File: config.mk
export PLATFORM = sky130hd
export DESIGN_NAME = sd_sector_streamer
export DESIGN_NICKNAME = d
export VERILOG_FILES = /design/src/rtl/sd_stream_pkg.sv /design/src/rtl/avmm_single_xfer.sv /design/src/rtl/sd_sector_streamer.sv
export SDC_FILE = /design/constraint.sdc
export NUM_CORES = 1
export LEC_CHECK = 0
export ABC_AREA = 1
export BUFFER_PORTS_ARGS = -buffer_cell sky130_fd_sc_hd__buf_4
export CAP_MARGIN = 20
export CORE_MARGIN = 4
export CORE_UTILIZATION = 40
export DETAILED_ROUTE_END_ITERATION = 10
export SLEW_MARGIN = 20
export SYNTH_ARGS = -nofsm -noshare
export SYNTH_HDL_FRONTEND = slang
export SYNTH_SLANG_ARGS = --single-unit
File: constraint.sdc
create_clock -name CLOCK_50 -period 8.45 [get_ports CLOCK_50]
set_input_delay 0.845 -clock CLOCK_50 [delete_from_list [all_inputs] [get_ports CLOCK_50]]
set_output_delay 0.845 -clock CLOCK_50 [all_outputs]
set_load 0.01 [all_outputs]
File: src/rtl/sd_stream_pkg.sv
// Shared constants, error codes, state encoding and the bus request payload
// for the SD sector streamer.
package sd_stream_pkg;

    localparam int unsigned AW = 8;
    localparam int unsigned DW = 32;

    localparam logic [AW-1:0] ADDR_ARG = 8'h8B;
    localparam logic [AW-1:0] ADDR_CMD = 8'h8C;
    localparam logic [AW-1:0] ADDR_ASR = 8'h8D;
    localparam logic [DW-1:0] CMD_READ_BLOCK = 32'h11;

    localparam int unsigned ASR_CMD_VALID    = 0;
    localparam int unsigned ASR_CARD_PRESENT = 1;
    localparam int unsigned ASR_CMD_BUSY     = 2;

    localparam logic [1:0] ERR_NONE     = 2'd0;
    localparam logic [1:0] ERR_NO_CARD  = 2'd1;
    localparam logic [1:0] ERR_CMD_FAIL = 2'd2;
    localparam logic [1:0] ERR_TIMEOUT  = 2'd3;

    typedef enum logic [3:0] {
        ST_IDLE, ST_CHK, ST_ARG, ST_CMD, ST_POLL,
        ST_RDW, ST_EMIT, ST_NEXT, ST_DONE, ST_ERROR
    } state_t;

    typedef struct packed {
        logic          wr;
        logic [AW-1:0] addr;
        logic [DW-1:0] wdata;
    } xfer_req_t;

endpackage

File: src/rtl/avmm_single_xfer.sv
// Issues a single Avalon-MM read or write, holds it through waitrequest and
// reports completion with a one-cycle done pulse plus the captured read data.
module avmm_single_xfer
    import sd_stream_pkg::*;
(
    input  logic          CLOCK_50,
    input  logic          delayed_reset,
    input  logic          start,
    input  logic          abort,
    input  xfer_req_t     req,
    input  logic [DW-1:0] av_rdata,
    input  logic          av_wait,
    output logic          av_cs,
    output logic          av_rd,
    output logic          av_wr,
    output logic [AW-1:0] av_addr,
    output logic [DW-1:0] av_wdata,
    output logic          done,
    output logic [DW-1:0] rdata
);

    always_ff @(posedge CLOCK_50 or posedge delayed_reset) begin
        if (delayed_reset) begin
            av_cs    <= 1'b0;
            av_rd    <= 1'b0;
            av_wr    <= 1'b0;
            av_addr  <= '0;
            av_wdata <= '0;
            done     <= 1'b0;
            rdata    <= '0;
        end else begin
            done <= 1'b0;
            if (abort) begin
                av_cs <= 1'b0;
                av_rd <= 1'b0;
                av_wr <= 1'b0;
            end else if (av_cs) begin
                // transfer completes in the first cycle without waitrequest
                if (!av_wait) begin
                    av_cs <= 1'b0;
                    av_rd <= 1'b0;
                    av_wr <= 1'b0;
                    done  <= 1'b1;
                    if (av_rd) rdata <= av_rdata;
                end
            end else if (start) begin
                av_cs    <= 1'b1;
                av_rd    <= !req.wr;
                av_wr    <= req.wr;
                av_addr  <= req.addr;
                av_wdata <= req.wdata;
            end
        end
    end

endmodule

File: src/rtl/sd_sector_streamer.sv
// Reads consecutive 512-byte sectors from the SD-card Avalon slave and streams
// them out as a little-endian valid/ready byte stream.
module sd_sector_streamer
    import sd_stream_pkg::*;
#(
    parameter int unsigned POLL_TIMEOUT = 50_000_000,
    parameter bit          BYTE_ADDR    = 1'b1
) (
    input  logic          CLOCK_50,
    input  logic          delayed_reset,
    input  logic          iSTART,
    input  logic [31:0]   iSECTOR,
    input  logic [15:0]   iCOUNT,
    output logic          oAV_CS,
    output logic [AW-1:0] oAV_ADDR,
    output logic          oAV_RD,
    output logic          oAV_WR,
    output logic [3:0]    oAV_BE,
    output logic [DW-1:0] oAV_WDATA,
    input  logic [DW-1:0] iAV_RDATA,
    input  logic          iAV_WAIT,
    output logic [7:0]    oDATA,
    output logic          oVALID,
    input  logic          iREADY,
    output logic          oBUSY,
    output logic          oDONE,
    output logic [1:0]    oERR
);

    localparam int unsigned TW = $clog2(POLL_TIMEOUT + 1);

    state_t        state, state_n;
    logic [31:0]   sector, sector_n;
    logic [15:0]   remain, remain_n;
    logic [6:0]    idx, idx_n;
    logic [1:0]    byte_cnt, byte_n;
    logic [DW-1:0] shreg, shreg_n;
    logic [TW-1:0] tmo, tmo_n;
    logic          issued, issued_n;
    logic [1:0]    err_n;
    logic          xfer_start, xfer_abort, xfer_done;
    logic [DW-1:0] xfer_rdata;
    xfer_req_t     req;

    avmm_single_xfer u_xfer (
        .CLOCK_50      (CLOCK_50),
        .delayed_reset (delayed_reset),
        .start         (xfer_start),
        .abort         (xfer_abort),
        .req           (req),
        .av_rdata      (iAV_RDATA),
        .av_wait       (iAV_WAIT),
        .av_cs         (oAV_CS),
        .av_rd         (oAV_RD),
        .av_wr         (oAV_WR),
        .av_addr       (oAV_ADDR),
        .av_wdata      (oAV_WDATA),
        .done          (xfer_done),
        .rdata         (xfer_rdata)
    );

    always_ff @(posedge CLOCK_50 or posedge delayed_reset) begin
        if (delayed_reset) begin
            state    <= ST_IDLE;
            sector   <= '0;
            remain   <= '0;
            idx      <= '0;
            byte_cnt <= '0;
            shreg    <= '0;
            tmo      <= '0;
            issued   <= 1'b0;
            oERR     <= ERR_NONE;
            oVALID   <= 1'b0;
            oDATA    <= '0;
            oBUSY    <= 1'b0;
            oDONE    <= 1'b0;
            oAV_BE   <= '0;
        end else begin
            state    <= state_n;
            sector   <= sector_n;
            remain   <= remain_n;
            idx      <= idx_n;
            byte_cnt <= byte_n;
            shreg    <= shreg_n;
            tmo      <= tmo_n;
            issued   <= issued_n;
            oERR     <= err_n;
            oVALID   <= (state_n == ST_EMIT);
            oDATA    <= (state_n == ST_EMIT) ? shreg_n[7:0] : 8'd0;
            oBUSY    <= !(state_n inside {ST_IDLE, ST_DONE, ST_ERROR});
            oDONE    <= (state_n == ST_DONE);
            oAV_BE   <= 4'hF;
        end
    end

    // next-state, datapath and bus-request decode
    always_comb begin
        state_n    = state;
        sector_n   = sector;
        remain_n   = remain;
        idx_n      = idx;
        byte_n     = byte_cnt;
        shreg_n    = shreg;
        tmo_n      = tmo;
        issued_n   = issued;
        err_n      = oERR;
        xfer_start = 1'b0;
        xfer_abort = 1'b0;
        req        = '0;
        req.addr   = ADDR_ASR;

        unique case (state)
            ST_IDLE: if (iSTART) begin
                sector_n = iSECTOR;
                remain_n = iCOUNT;
                err_n    = ERR_NONE;
                state_n  = (iCOUNT == 16'd0) ? ST_DONE : ST_CHK;
            end
            ST_CHK: if (xfer_done) begin
                if (xfer_rdata[ASR_CARD_PRESENT]) begin
                    state_n = ST_ARG;
                end else begin
                    state_n = ST_ERROR;
                    err_n   = ERR_NO_CARD;
                end
            end
            ST_ARG: begin
                req.wr    = 1'b1;
                req.addr  = ADDR_ARG;
                req.wdata = BYTE_ADDR ? {sector[22:0], 9'b0} : sector;
                if (xfer_done) state_n = ST_CMD;
            end
            ST_CMD: begin
                req.wr    = 1'b1;
                req.addr  = ADDR_CMD;
                req.wdata = CMD_READ_BLOCK;
                tmo_n     = '0;
                if (xfer_done) state_n = ST_POLL;
            end
            ST_POLL: begin
                tmo_n = tmo + TW'(1);
                if (tmo == TW'(POLL_TIMEOUT - 1)) begin
                    xfer_abort = 1'b1;
                    state_n    = ST_ERROR;
                    err_n      = ERR_TIMEOUT;
                end else if (xfer_done && !xfer_rdata[ASR_CMD_BUSY]) begin
                    if (xfer_rdata[ASR_CMD_VALID]) begin
                        state_n = ST_RDW;
                        idx_n   = '0;
                    end else begin
                        state_n = ST_ERROR;
                        err_n   = ERR_CMD_FAIL;
                    end
                end
            end
            ST_RDW: begin
                req.addr = AW'({1'b0, idx});
                if (xfer_done) begin
                    shreg_n = xfer_rdata;
                    byte_n  = '0;
                    state_n = ST_EMIT;
                end
            end
            ST_EMIT: if (iREADY) begin
                shreg_n = {8'd0, shreg[DW-1:8]};
                byte_n  = byte_cnt + 2'd1;
                if (byte_cnt == 2'd3) begin
                    if (idx == 7'd127) begin
                        state_n = ST_NEXT;
                    end else begin
                        idx_n   = idx + 7'd1;
                        state_n = ST_RDW;
                    end
                end
            end
            ST_NEXT: begin
                sector_n = sector + 32'd1;
                remain_n = remain - 16'd1;
                state_n  = (remain == 16'd1) ? ST_DONE : ST_ARG;
            end
            ST_DONE:  state_n = ST_IDLE;
            ST_ERROR: state_n = ST_IDLE;
            default:  state_n = ST_IDLE;
        endcase

        // one bus transfer per visit; POLL re-arms after every completed read
        if (state inside {ST_CHK, ST_ARG, ST_CMD, ST_POLL, ST_RDW}) begin
            if (xfer_done || xfer_abort) begin
                issued_n = 1'b0;
            end else if (!issued) begin
                xfer_start = 1'b1;
                issued_n   = 1'b1;
            end
        end
    end

endmodule
# Word-level counts from Yosys, hierarchy flattened
# Index checks and enable logic that the tools add are counted.
[classes]
n_addsub = 5
n_mul = 0
div_mod_pow = 0
magnitude_cmp = 0
n_eq_ne = 27
shift = 0
mux = 64
bitwise = 3
reduce_logical = 24
[op_table]
columns = ["cell", "n"]
rows = [
  ["32-bit case mux with 2 select lines", 3],
  ["32-bit two-way mux", 3],
  ["4-bit two-way mux", 13],
  ["26-bit case mux with 2 select lines", 1],
  ["7-bit two-way mux", 6],
  ["32-bit by 1-bit adder with 32-bit output (second input constant)", 1],
  ["16-bit case mux with 2 select lines", 1],
  ["4-bit case mux with 8 select lines", 1],
  ["26-bit by 1-bit adder with 26-bit output (second input constant)", 1],
  ["26-bit equality test (second input constant)", 1],
  ["8-bit case mux with 3 select lines", 1],
  ["1-bit two-way mux", 21],
  ["4-bit by 3-bit equality test with 1-bit output (second input constant)", 5],
  ["2-bit two-way mux", 9],
  ["16-bit by 1-bit equality test with 1-bit output (second input constant)", 1],
  ["16-bit logical NOT", 1],
  ["16-bit two-way mux", 1],
  ["16-bit by 1-bit subtractor with 16-bit output (second input constant)", 1],
  ["2-bit != test (second input constant)", 7],
  ["7-bit case mux with 2 select lines", 1],
  ["3-bit nonzero test", 3],
  ["4-bit by 2-bit equality test with 1-bit output (second input constant)", 2],
  ["4-bit equality test (second input constant)", 2],
  ["4-bit logical NOT", 2],
  ["other kinds (23)", 35],
]
[totals]
reg_bits = 210
latchBits = 0
ram_bits = 0
mem_bits_ro = 0
in_bits = 85
output_inout_bits = 60
wordCells = 145
memories = 0

# Logic depth before layout (Yosys ltp)
# Gate-level depths: netlist (run 1).
[depth]
word_depth = 9
ltp_mapped = 13

# By module
# Synthesis (run 1) repeated with hierarchy kept, for this count alone.
[unflattened]
hier_cells = 1323
hier_area_um2 = 10413.7
[modules_own_cells]
columns = ["module", "instances", "cells_each", "area_each_um2"]
rows = [
  ["sd_sector_streamer", 1, 993, 7169.4],
  ["avmm_single_xfer", 1, 330, 3244.4],
]

# Worst setup path before layout (run 1)
# Ideal clock, no wire load.
[synth_path]
path_type = "input port to flip-flop"
start = "input port iCOUNT[9]"
end = "register oDATA[0]"
arrival_time_ns = 1.732
t_required_ns = 8.384
slack_ns = 6.653
stages = 10
path_buffers = 0
path_cell_list = "nor2_1 > nand2_1 > nor2_1 > nand3_1 > nand2_1 > inv_1 > nor2_2 > nand2_2 > nor2_2 > and2_1"
[synth_between]
elab_chain_len = 6
[synth_lines]
columns = ["element", "line_no", "rtl"]
rows = [
  ["start: declaration", "sd_sector_streamer.sv:13", "input logic [15:0] iCOUNT,"],
  ["16-bit logical NOT", "sd_sector_streamer.sv:117", "state_n = (iCOUNT == 16'd0) ? ST_DONE : ST_CHK;"],
  ["4-bit two-way mux", "sd_sector_streamer.sv:117", ""],
  ["4-bit two-way mux", "sd_sector_streamer.sv:113", "ST_IDLE: if (iSTART) begin"],
  ["4-bit case mux with 8 select lines", "sd_sector_streamer.sv:112", "unique case (state)"],
  ["via state_n[0]", "sd_sector_streamer.sv:32", "state_t state, state_n;"],
  ["4-bit by 3-bit equality test with 1-bit output", "sd_sector_streamer.sv:89", "oDATA <= (state_n == ST_EMIT) ? shreg_n[7:0] : 8'd0;"],
  ["8-bit two-way mux", "sd_sector_streamer.sv:89", ""],
  ["end signal: assignment", "sd_sector_streamer.sv:89", ""],
  ["end: declaration", "sd_sector_streamer.sv:22", "output logic [7:0] oDATA,"],
]
# The timed path passes the listed nets, and every way through them passes these cells.
# A chain may end at the register's enable or synchronous reset.

# Final worst setup path (run 1)
[layout_path]
start = "register state[1]"
end = "register sector[22]"
[layout_between]
elab_chain_len = 3
elab_cells_between_ends = 6
classes_between = "eq/ne (2); mux (1); reduce/logical (3)"
[layout_lines]
columns = ["element", "line_no", "rtl"]
rows = [
  ["start: declaration", "sd_sector_streamer.sv:32", ""],
  ["start signal: assignment", "sd_sector_streamer.sv:79", "state <= state_n;"],
  ["4-bit by 3-bit equality test with 1-bit output or 4-bit logical NOT (tied branches)", "sd_sector_streamer.sv:112", ""],
  ["2-bit nonzero test (no line) or 2-bit != test (tied branches)", "--", ""],
  ["2-bit AND reduction (no line)", "--", ""],
  ["end signal: assignment", "sd_sector_streamer.sv:80", "sector <= sector_n;"],
  ["end: declaration", "sd_sector_streamer.sv:33", "logic [31:0] sector, sector_n;"],
]
# Parallel ways exist; a longest one is shown, timed or not.

==> impl_metrics.tcl, run 1 <==
set metrics [dict create \
    status "completed" \
    synth_top_cell_by_area "dfrtp_1" \
    synth_ff_type "dfrtp_1" \
    gp_congestion 0.882 \
    maxCapViolCount 0 \
    hp-start "u_xfer.av_addr[1]" \
    via_per_inst 5.04 \
    wl_per_cell_um 14.7 \
    numPortBuffers 128 \
    crit_type "reg2reg" \
    postCtsHoldBufs 0 \
    dp.cells 1680 \
    final_cell_mix "nand2_1 (360), dfrtp_1 (193), nor2_1 (136)" \
    dp_hpwl_mm 18.0 \
    die_area_mm2 0.0277 \
    cts_resized 0 \
    mostFrequentLayoutCell "nand2_1" \
    synthCells 1272 \
    antenna_found_initial 0 \
    ant_nets 0 \
    setup_violations 0 \
    fin_tns_setup_ps 0 \
    period_share_pct 32.5 \
    min_period_ps 2750 \
    finalHoldViolCount 0 \
    clockBufferDepth 2 \
    finalMaxSlewViolations 0 \
    fin_nets 1466 \
    ios 145 \
    seq_area_frac_synth_pct 48.1 \
    cts_max_level 4 \
    p_total_w 0.00351 \
    core_area_mm2 0.0245 \
    cts_made_buffers 17 \
    cts_setup_buffers 0 \
    slew_headroom_pct 45.6 \
    drt_first_pass_iters 7 \
    insertedDiodeCount 0 \
    dpl_worst_slack_ps 5700 \
    start_util_pct 41.0 \
    max_freq_mhz 364 \
    yosysWarnings 0 \
    num_vias 8622 \
    leakage_nw 5.55 \
    dpl_cell_area_mm2 0.0111 \
    ctsRootBufferMaster "clkbuf_16" \
    drive_above_1_share_pct 17.6 \
    die-height_um 166 \
    synth_edf_count 0 \
    final_cell_area_mm2 0.0117 \
    crit_path_max_incr_delay_ps 470 \
    fin_skew_ps 15.2 \
    grt_pass1_vias 8246 \
    crit_path_frequent_cell "nand2_1" \
    cp_data_arrival_time_ps 3100 \
    drtIter0Drc 751 \
    worstSkewPairLatency_ps 440 \
    p_per_area_mw_per_mm2 300 \
    rsz0062_at_grt "false" \
    grt_max_degree 113 \
    drc_errors 0 \
    crit_required_ps 8800 \
    critical_path.max_fanout 41 \
    synth_top_area_share_pct 48.1 \
    async_flop_share_pct 100 \
    fin_ws_ps 5700 \
    num_rows 57 \
    overflow 0 \
    track_usage_pct 18.2 \
    synth_cell_type_count 52 \
    areaGrowthSynthToFinish_pct 16.4 \
    die_w_um 166 \
    totalWireLength_mm 25.2 \
    ys_seq_elements 193 \
    r2r-start "state[1]" \
    path_cells "nand2_1 -> nor2_2 -> buf_4 -> inv_2 -> nand2_2 -> inv_1 -> nor2_1 -> nand2_1 -> o21ai_0" \
    hold_class "reg2reg" \
    grt_pass1_wl_mm 42.0 \
    cp-startpoint "state[1]" \
    clkTransAtPathRegs_ps 70 \
    irDropWorstVdd_mv 0.150 \
    worst_setup_path_end_kind "flop" \
    critPathLaunchType "flop" \
    cts_tree "yes" \
    critPathSlowestCell "dfrtp_1" \
    synth_area_mm2 0.0100 \
    clkSinkCount 193 \
    worst_pin_slew_ps 816 \
    instances_no_fill 1712 \
    synth_area_leaders "dfrtp_1 (48%), nand2_1 (13%), nor2_1 (5.1%)" \
    synth_area_per_cell_um2 7.90 \
]
[worst max-delay path, delay by kind of cell (launching register included)]
family | cells | cell delay (ps)
DFF | 1 | 470
buffers and inverters | 3 | 1100
AOI/OAI and AO/OA | 1 | 60
and+or+nand+nor | 5 | 1020
[per-stage QoR]
stage                     utilization [%]  hold slack [ps]
final                                47.7              476
after global routing                 47.7              493
after CTS                            47.7              479
after detailed placement             45.3              460
after global placement               45.3              457
after floorplan                         -              442
[registers in the layout, indices dropped and copies added, names as in the netlist, 2 cells and up]
register,count
u_xfer.rdata,32
sector,23
oDATA,8
u_xfer.av_wdata,24
u_xfer.av_addr,8
byte_cnt,2
idx,7
tmo,26
state,4
shreg,32
remain,16
oERR,2
[cell usage after synthesis, types with 2 or more instances]
cell / count
or2_2: 5
nand3b_1: 6
a21oi_1: 49
nor3b_1: 6
and2_1: 3
nor2_2: 10
o211ai_1: 21
ha_1: 6
nand3_1: 97
nor3_1: 26
clkbuf_1: 10
o221ai_1: 11
buf_4: 15
dfrtp_1: 193
buf_2: 15
o21ai_1: 10
buf_1: 4
nand2_2: 9
o21ai_2: 28
nor2_1: 136
nand2_4: 5
buf_6: 10
inv_2: 11
nor4_1: 4
o22ai_1: 9
xor2_1: 10
nor3_2: 2
nand2_1: 360
inv_1: 114
conb_1: 2
nor2_4: 3
nand4_1: 16
o21ai_0: 47
[path summary, 6_finish.rpt]
kind                                      to  depth (start not counted)  slack [ps]
max                               sector[22]                          9        5700
min                        u_xfer.av_addr[1]                          2         480
max reg2reg                       sector[22]                          9        5700
min reg2reg                u_xfer.av_addr[1]                          2         480
max in group asynchronous             issued                          3        6720
min in group asynchronous          remain[0]                          2         510
[cell families (layout without fill, tap and decap cells)]
family | after synthesis | after routing | share of synthesized area, %
other cells | 2 | 8 | 0.0747
buf+inv | 181 | 291 | 8.33
fa+ha+maj | 6 | 6 | 0.747
simple gates | 691 | 691 | 29.9
xor+xnor | 11 | 11 | 0.959
compound gates | 188 | 188 | 12.0
flops | 193 | 193 | 48.1
[per-layer routing]
| layer | vias to the layer above | routed length (µm) | GRT usage, % |
|---|---|---|---|
| li1 | 4337 | - | - |
| met3 | 30 | 1370 | 3.29 |
| met2 | 226 | 11400 | 28.4 |
| met1 | 4029 | 12100 | 26.3 |
| met4 | 0 | 408 | 5.23 |
| met5 | - | 0 | 0 |
[power breakdown]
| group | total (W) | leakage, nW | internal (W) | switching (W) |
|---|---|---|---|---|
| Combinational | 0.00122 | 2.84 | 0.000436 | 0.000787 |
| Sequential | 0.00149 | 2.42 | 0.00124 | 0.000254 |
| Clock | 0.000793 | 0.284 | 0.000406 | 0.000387 |
[layout make-up]
class                   count  area [µm²]
clock inverters            12         119
well taps                 324         405
flip-flops and latches    193        4830
inverters                 127         492
fillers                  2460       12800
clock buffers              20         457
repair buffers            132         995
multi-input cells         904        4400
(Power assumes the default switching activity.)
==> run 2: changes to the inputs <==
==> constraint.sdc (replaced) <==
create_clock -name CLOCK_50 -period 2.7 [get_ports CLOCK_50]
set_input_delay 0.27 -clock CLOCK_50 [delete_from_list [all_inputs] [get_ports CLOCK_50]]
set_output_delay 0.27 -clock CLOCK_50 [all_outputs]
set_load 0.01 [all_outputs]
==> impl_metrics.tcl, run 2 (synthesis gave the netlist of run 1 again) <==
set metrics [dict create \
    critPathLaunchType "flop" \
    dpl_worst_slack_ps 579 \
    cts_resized 0 \
    hold_class "in2reg" \
    slew_headroom_pct 57.2 \
    track_usage_pct 18.8 \
    maxCapViolCount 0 \
    critPathSlowestCell "dfrtp_1" \
    clockBufferDepth 2 \
    leakage_nw 5.67 \
    ios 145 \
    fin_nets 1480 \
    max_freq_mhz 473 \
    overflow 0 \
    cp_data_arrival_time_ps 2440 \
    grt_pass1_wl_mm 42.9 \
    drive_above_1_share_pct 18.4 \
    path_buf_inv 3 \
    cts_tree "yes" \
    setup_violations 0 \
    die_w_um 166 \
    totalWireLength_mm 26.0 \
    ant_nets 0 \
    path_cells "ha_1 -> nand2_1 -> inv_1 -> nand2_1 -> nor2_2 -> nand3_2 -> nand2_1 -> inv_2 -> nand2_4 -> buf_12 -> nor2_1 -> a21oi_1" \
    crit_path_max_incr_delay_ps 430 \
    cts_made_buffers 17 \
    fin_ws_ps 584 \
    use_met2_pct 30.4 \
    largestRegisters "shreg: 32 flops, u_xfer.rdata: 32 flops, tmo: 26 flops" \
    grt_pass1_vias 8442 \
    drtIter0Drc 746 \
    crit_path_frequent_cell "nand2_1" \
    grt_max_degree 113 \
    core_area_mm2 0.0245 \
    clkSinkCount 193 \
    wl_per_cell_um 15.0 \
    mostFrequentLayoutCell "nand2_1" \
    worst_pin_slew_ps 642 \
    num_rows 57 \
    clkTransAtPathRegs_ps 80 \
    worstSkewPairLatency_ps 450 \
    finalMaxSlewViolations 0 \
    grt_busiest_layer "met2" \
    die-height_um 166 \
    drt_first_pass_iters 5 \
    via_per_inst 5.01 \
    gp_congestion 0.890 \
    cts_max_level 4 \
    ctsRootBufferMaster "clkbuf_16" \
    crit_type "reg2reg" \
    crit_required_ps 3020 \
    critical_path.max_fanout 40 \
    numPortBuffers 128 \
    finalHoldViolCount 0 \
    drc_errors 0 \
    min_period_ps 2120 \
    die_area_mm2 0.0277 \
    met3_usage_pct 3.56 \
    areaGrowthSynthToFinish_pct 18.9 \
    worst_setup_path_end_kind "flop" \
    met1_usage_pct 26.2 \
    nFillCells 2460 \
    dp_hpwl_mm 19.0 \
    start_util_pct 41.0 \
    final_cell_mix "nand2_1 (360), dfrtp_1 (193), buf_4 (140)" \
    cts_setup_buffers 0 \
    rsz0062_at_grt "false" \
    p_per_area_mw_per_mm2 959 \
    fin_skew_ps 17.5 \
    status "completed" \
    num_vias 8652 \
    antenna_found_initial 0 \
    irDropWorstVdd_mv 0.489 \
    insertedDiodeCount 0 \
    fin_tns_setup_ps 0 \
    period_share_pct 78.4 \
    postCtsHoldBufs 1 \
    cpLargestDelayFamily "simple AND/OR/NAND/NOR gates" \
]
run 2: final cells by class:
type                       count  area (µm²)  share of cell area [%]
timing repair buffer         146        1160                    9.72
sequential                   193        4830                    40.4
clock buffer                  17         425                    3.56
tap                          324         405                    3.39
multi-input combinational    904        4400                    36.9
clock inverter                15         236                    1.98
inverter                     127         488                    4.08
run 2: report_power, final:
group / internal [W] / switching, W
registers: 0.00388 / 0.000757
logic: 0.00147 / 0.00256
clock network: 0.00140 / 0.00139
total: 0.00675 / 0.00471
run 2: path summary, 6_finish.rpt:
kind	startpoint	to	slack [ps]	depth (start not counted)
worst min-delay path	iSECTOR[14]	sector[14]	40	3
worst max-delay path	tmo[0]	u_xfer.rdata[0]	580	12
worst min register to register	u_xfer.rdata[6]	u_xfer.rdata[6]	480	2
min in group asynchronous	delayed_reset	u_xfer.av_addr[1]	530	4
max in group asynchronous	delayed_reset	u_xfer.rdata[10]	1640	4
worst max register to register	tmo[0]	u_xfer.rdata[0]	580	12
run 2: routing by layer:
metal | vias to the layer above | wire length [µm]
met4 | 0 | 324
met5 | - | 0
met3 | 21 | 1130
met1 | 4083 | 12200
met2 | 183 | 12300
li1 | 4365 | -
run 2: worst register-to-register path: cells and delay by family, from the launching register on:
family          cells  cell delay (ps)
simple gates        7              810
buf+inv             3              490
flops               1              430
fa+ha+maj           1              230
compound gates      1               60
run 2: metrics by stage:
stage | utilization [%] | total power (W) | std cells | area [µm²] | hold slack (ps)
after floorplan | - | 0.00742 | 1278 | 10100 | 387
after global placement | 46.0 | 0.00867 | 1693 | 11300 | 456
after detailed placement | 46.0 | 0.00876 | 1693 | 11300 | 460
after CTS | 48.7 | 0.0116 | 1726 | 12000 | 18.8
after global routing | 48.7 | 0.0124 | 1726 | 12000 | 38.8
final | 48.7 | 0.0115 | 1726 | 12000 | 36.5
==> run 3: changes to the inputs <==
==> constraint.sdc (replaced) <==
create_clock -name CLOCK_50 -period 1.96 [get_ports CLOCK_50]
set_input_delay 0.196 -clock CLOCK_50 [delete_from_list [all_inputs] [get_ports CLOCK_50]]
set_output_delay 0.196 -clock CLOCK_50 [all_outputs]
set_load 0.01 [all_outputs]
==> impl_metrics.tcl, run 3 (synthesis gave the netlist of run 1 again) <==
set metrics [dict create \
    critPathLaunchType "flop" \
    cts_made_buffers 17 \
    postLayoutCoreUtil_pct 52.2 \
    max_freq_mhz 537 \
    largestRegisters "shreg: 32 flops, u_xfer.rdata: 32 flops, tmo: 26 flops" \
    finalMaxSlewViolations 0 \
    ios 145 \
    dp_hpwl_mm 19.1 \
    critical_path.max_fanout 8 \
    ant_nets 0 \
    worstSkewPairLatency_ps 440 \
    irDropWorstVdd_mv 0.684 \
    clockBufferDepth 2 \
    critPathSlowestCell "dfrtp_2" \
    status "completed" \
    overflow 0 \
    drt_first_pass_iters 5 \
    dp.cells 1730 \
    num_vias 8883 \
    drive_above_1_share_pct 22.1 \
    fin_nets 1564 \
    worst_pin_slew_ps 571 \
    totalWireLength_mm 26.4 \
    die-height_um 166 \
    path_buf_inv 1 \
    num_rows 57 \
    hp-start "iAV_RDATA[29]" \
    track_usage_pct 18.6 \
    via_per_inst 4.91 \
    drc_errors 0 \
    whs_path_depth 3 \
    leakage_nw 6.09 \
    gp_congestion 0.891 \
    grt_pass1_vias 8343 \
    die_w_um 166 \
    crit_required_ps 2300 \
    core_area_mm2 0.0245 \
    ff2ff_path_depth 11 \
    r2r-start "state[1]" \
    finalHoldViolCount 0 \
    final_cell_mix "nand2_1 (353), dfrtp_1 (188), buf_4 (180)" \
    numPortBuffers 128 \
    fin_skew_ps 14.7 \
    grt_max_degree 101 \
    cp_data_arrival_time_ps 2200 \
    areaGrowthSynthToFinish_pct 27.4 \
    maxCapViolCount 0 \
    slew_headroom_pct 61.9 \
    instances_no_fill 1810 \
    mostFrequentLayoutCell "nand2_1" \
    min_period_ps 1860 \
    path_cells "nor2_2 -> nand2_4 -> nand2_2 -> nor2_2 -> nor2_4 -> nand2_4 -> nor2_4 -> nand2_8 -> clkbuf_16 -> nand2_1 -> o21ai_2" \
    clkSinkCount 193 \
    hold_class "in2reg" \
    setup_violations 0 \
    crit_path_max_incr_delay_ps 460 \
    cpLargestDelayFamily "simple AND/OR/NAND/NOR gates" \
    worst_setup_path_end_kind "flop" \
    rsz0062_at_grt "true" \
    drtIter0Drc 661 \
    whs_endpoint "u_xfer.rdata[29]" \
    reg2reg_to "u_xfer.av_wdata[18]" \
    grt_pass1_wl_mm 42.8 \
    regToRegSetupSlack_ps 100 \
    p_per_area_mw_per_mm2 1260 \
    cts_max_level 4 \
    period_share_pct 94.9 \
    cts_tree "yes" \
    crit_type "reg2reg" \
    start_util_pct 41.0 \
    wl_per_cell_um 14.6 \
    ctsRootBufferMaster "clkbuf_16" \
    die_area_mm2 0.0277 \
    antenna_found_initial 0 \
    insertedDiodeCount 0 \
    clkTransAtPathRegs_ps 80 \
]
[run 3: routing by layer]
layer | wire, µm | global-route usage [%] | part of all wire, %
met3 | 986 | 3.25 | 3.7
met1 | 12800 | 27.0 | 48
met5 | 0 | 0 | 0
met2 | 12300 | 29.5 | 47
met4 | 298 | 3.56 | 1.1
[run 3: through the flow]
stage	worst slack [ps]	instance area (µm²)	total power [W]	hold WS, ps	setup TNS [ps]
floorplan	-726	10100	0.0102	313	-140200
global placement	63.7	11600	0.0121	414	0
detailed placement	34.2	11600	0.0122	410	0
CTS	19.4	12500	0.0159	0.602	0
global route	-33.7	12800	0.0174	7.13	-136
finish	99.3	12800	0.0162	5.29	0
[run 3: area by class of cell]
class	count	area, µm²
Clock buffer	18	439
Clock inverter	14	160
Fill cell	2318	11700
Inverter	127	494
Multi-Input combinational cell	905	4500
Sequential cell	193	4840
Tap cell	324	405
Timing Repair Buffer	229	1960
[run 3: timing repair]
item,4_1_cts,5_1_grt
setup buffers,0,8
endpoints found under the hold margin,195,0
hold buffers,36,0
setup endpoints to repair,0,81
gates resized for setup,0,34
[run 3: worst max path at each step]
stage / startpoint / endpoint / slack (ps) / cells after the start
6_report: state[1] / u_xfer.av_wdata[18] / 100 / 11
5_1_grt: state[3] / u_xfer.av_rd / -30 / 13
4_1_cts: state[1] / sector[16] / 20 / 8
3_5_place_dp: state[1] / sector[16] / 30 / 8
3_3_place_gp: state[1] / sector[22] / 60 / 8
2_1_floorplan: delayed_reset / byte_cnt[0] / -730 / 1
[run 3: worst register-to-register path, cell delays in order (launching register included)]
cell and delay (ps):
dfrtp_2 460, nor2_2 180, nand2_4 100, nand2_2 90, nor2_2 60, nor2_4 110, nand2_4 60, nor2_4 240
nand2_8 140, clkbuf_16 200, nand2_1 70, o21ai_2 50
[run 3: power by group]
group          total, W  switching [W]  internal (W)
clock network   0.00350        0.00175       0.00175
registers       0.00643        0.00107       0.00536
logic           0.00625        0.00371       0.00254
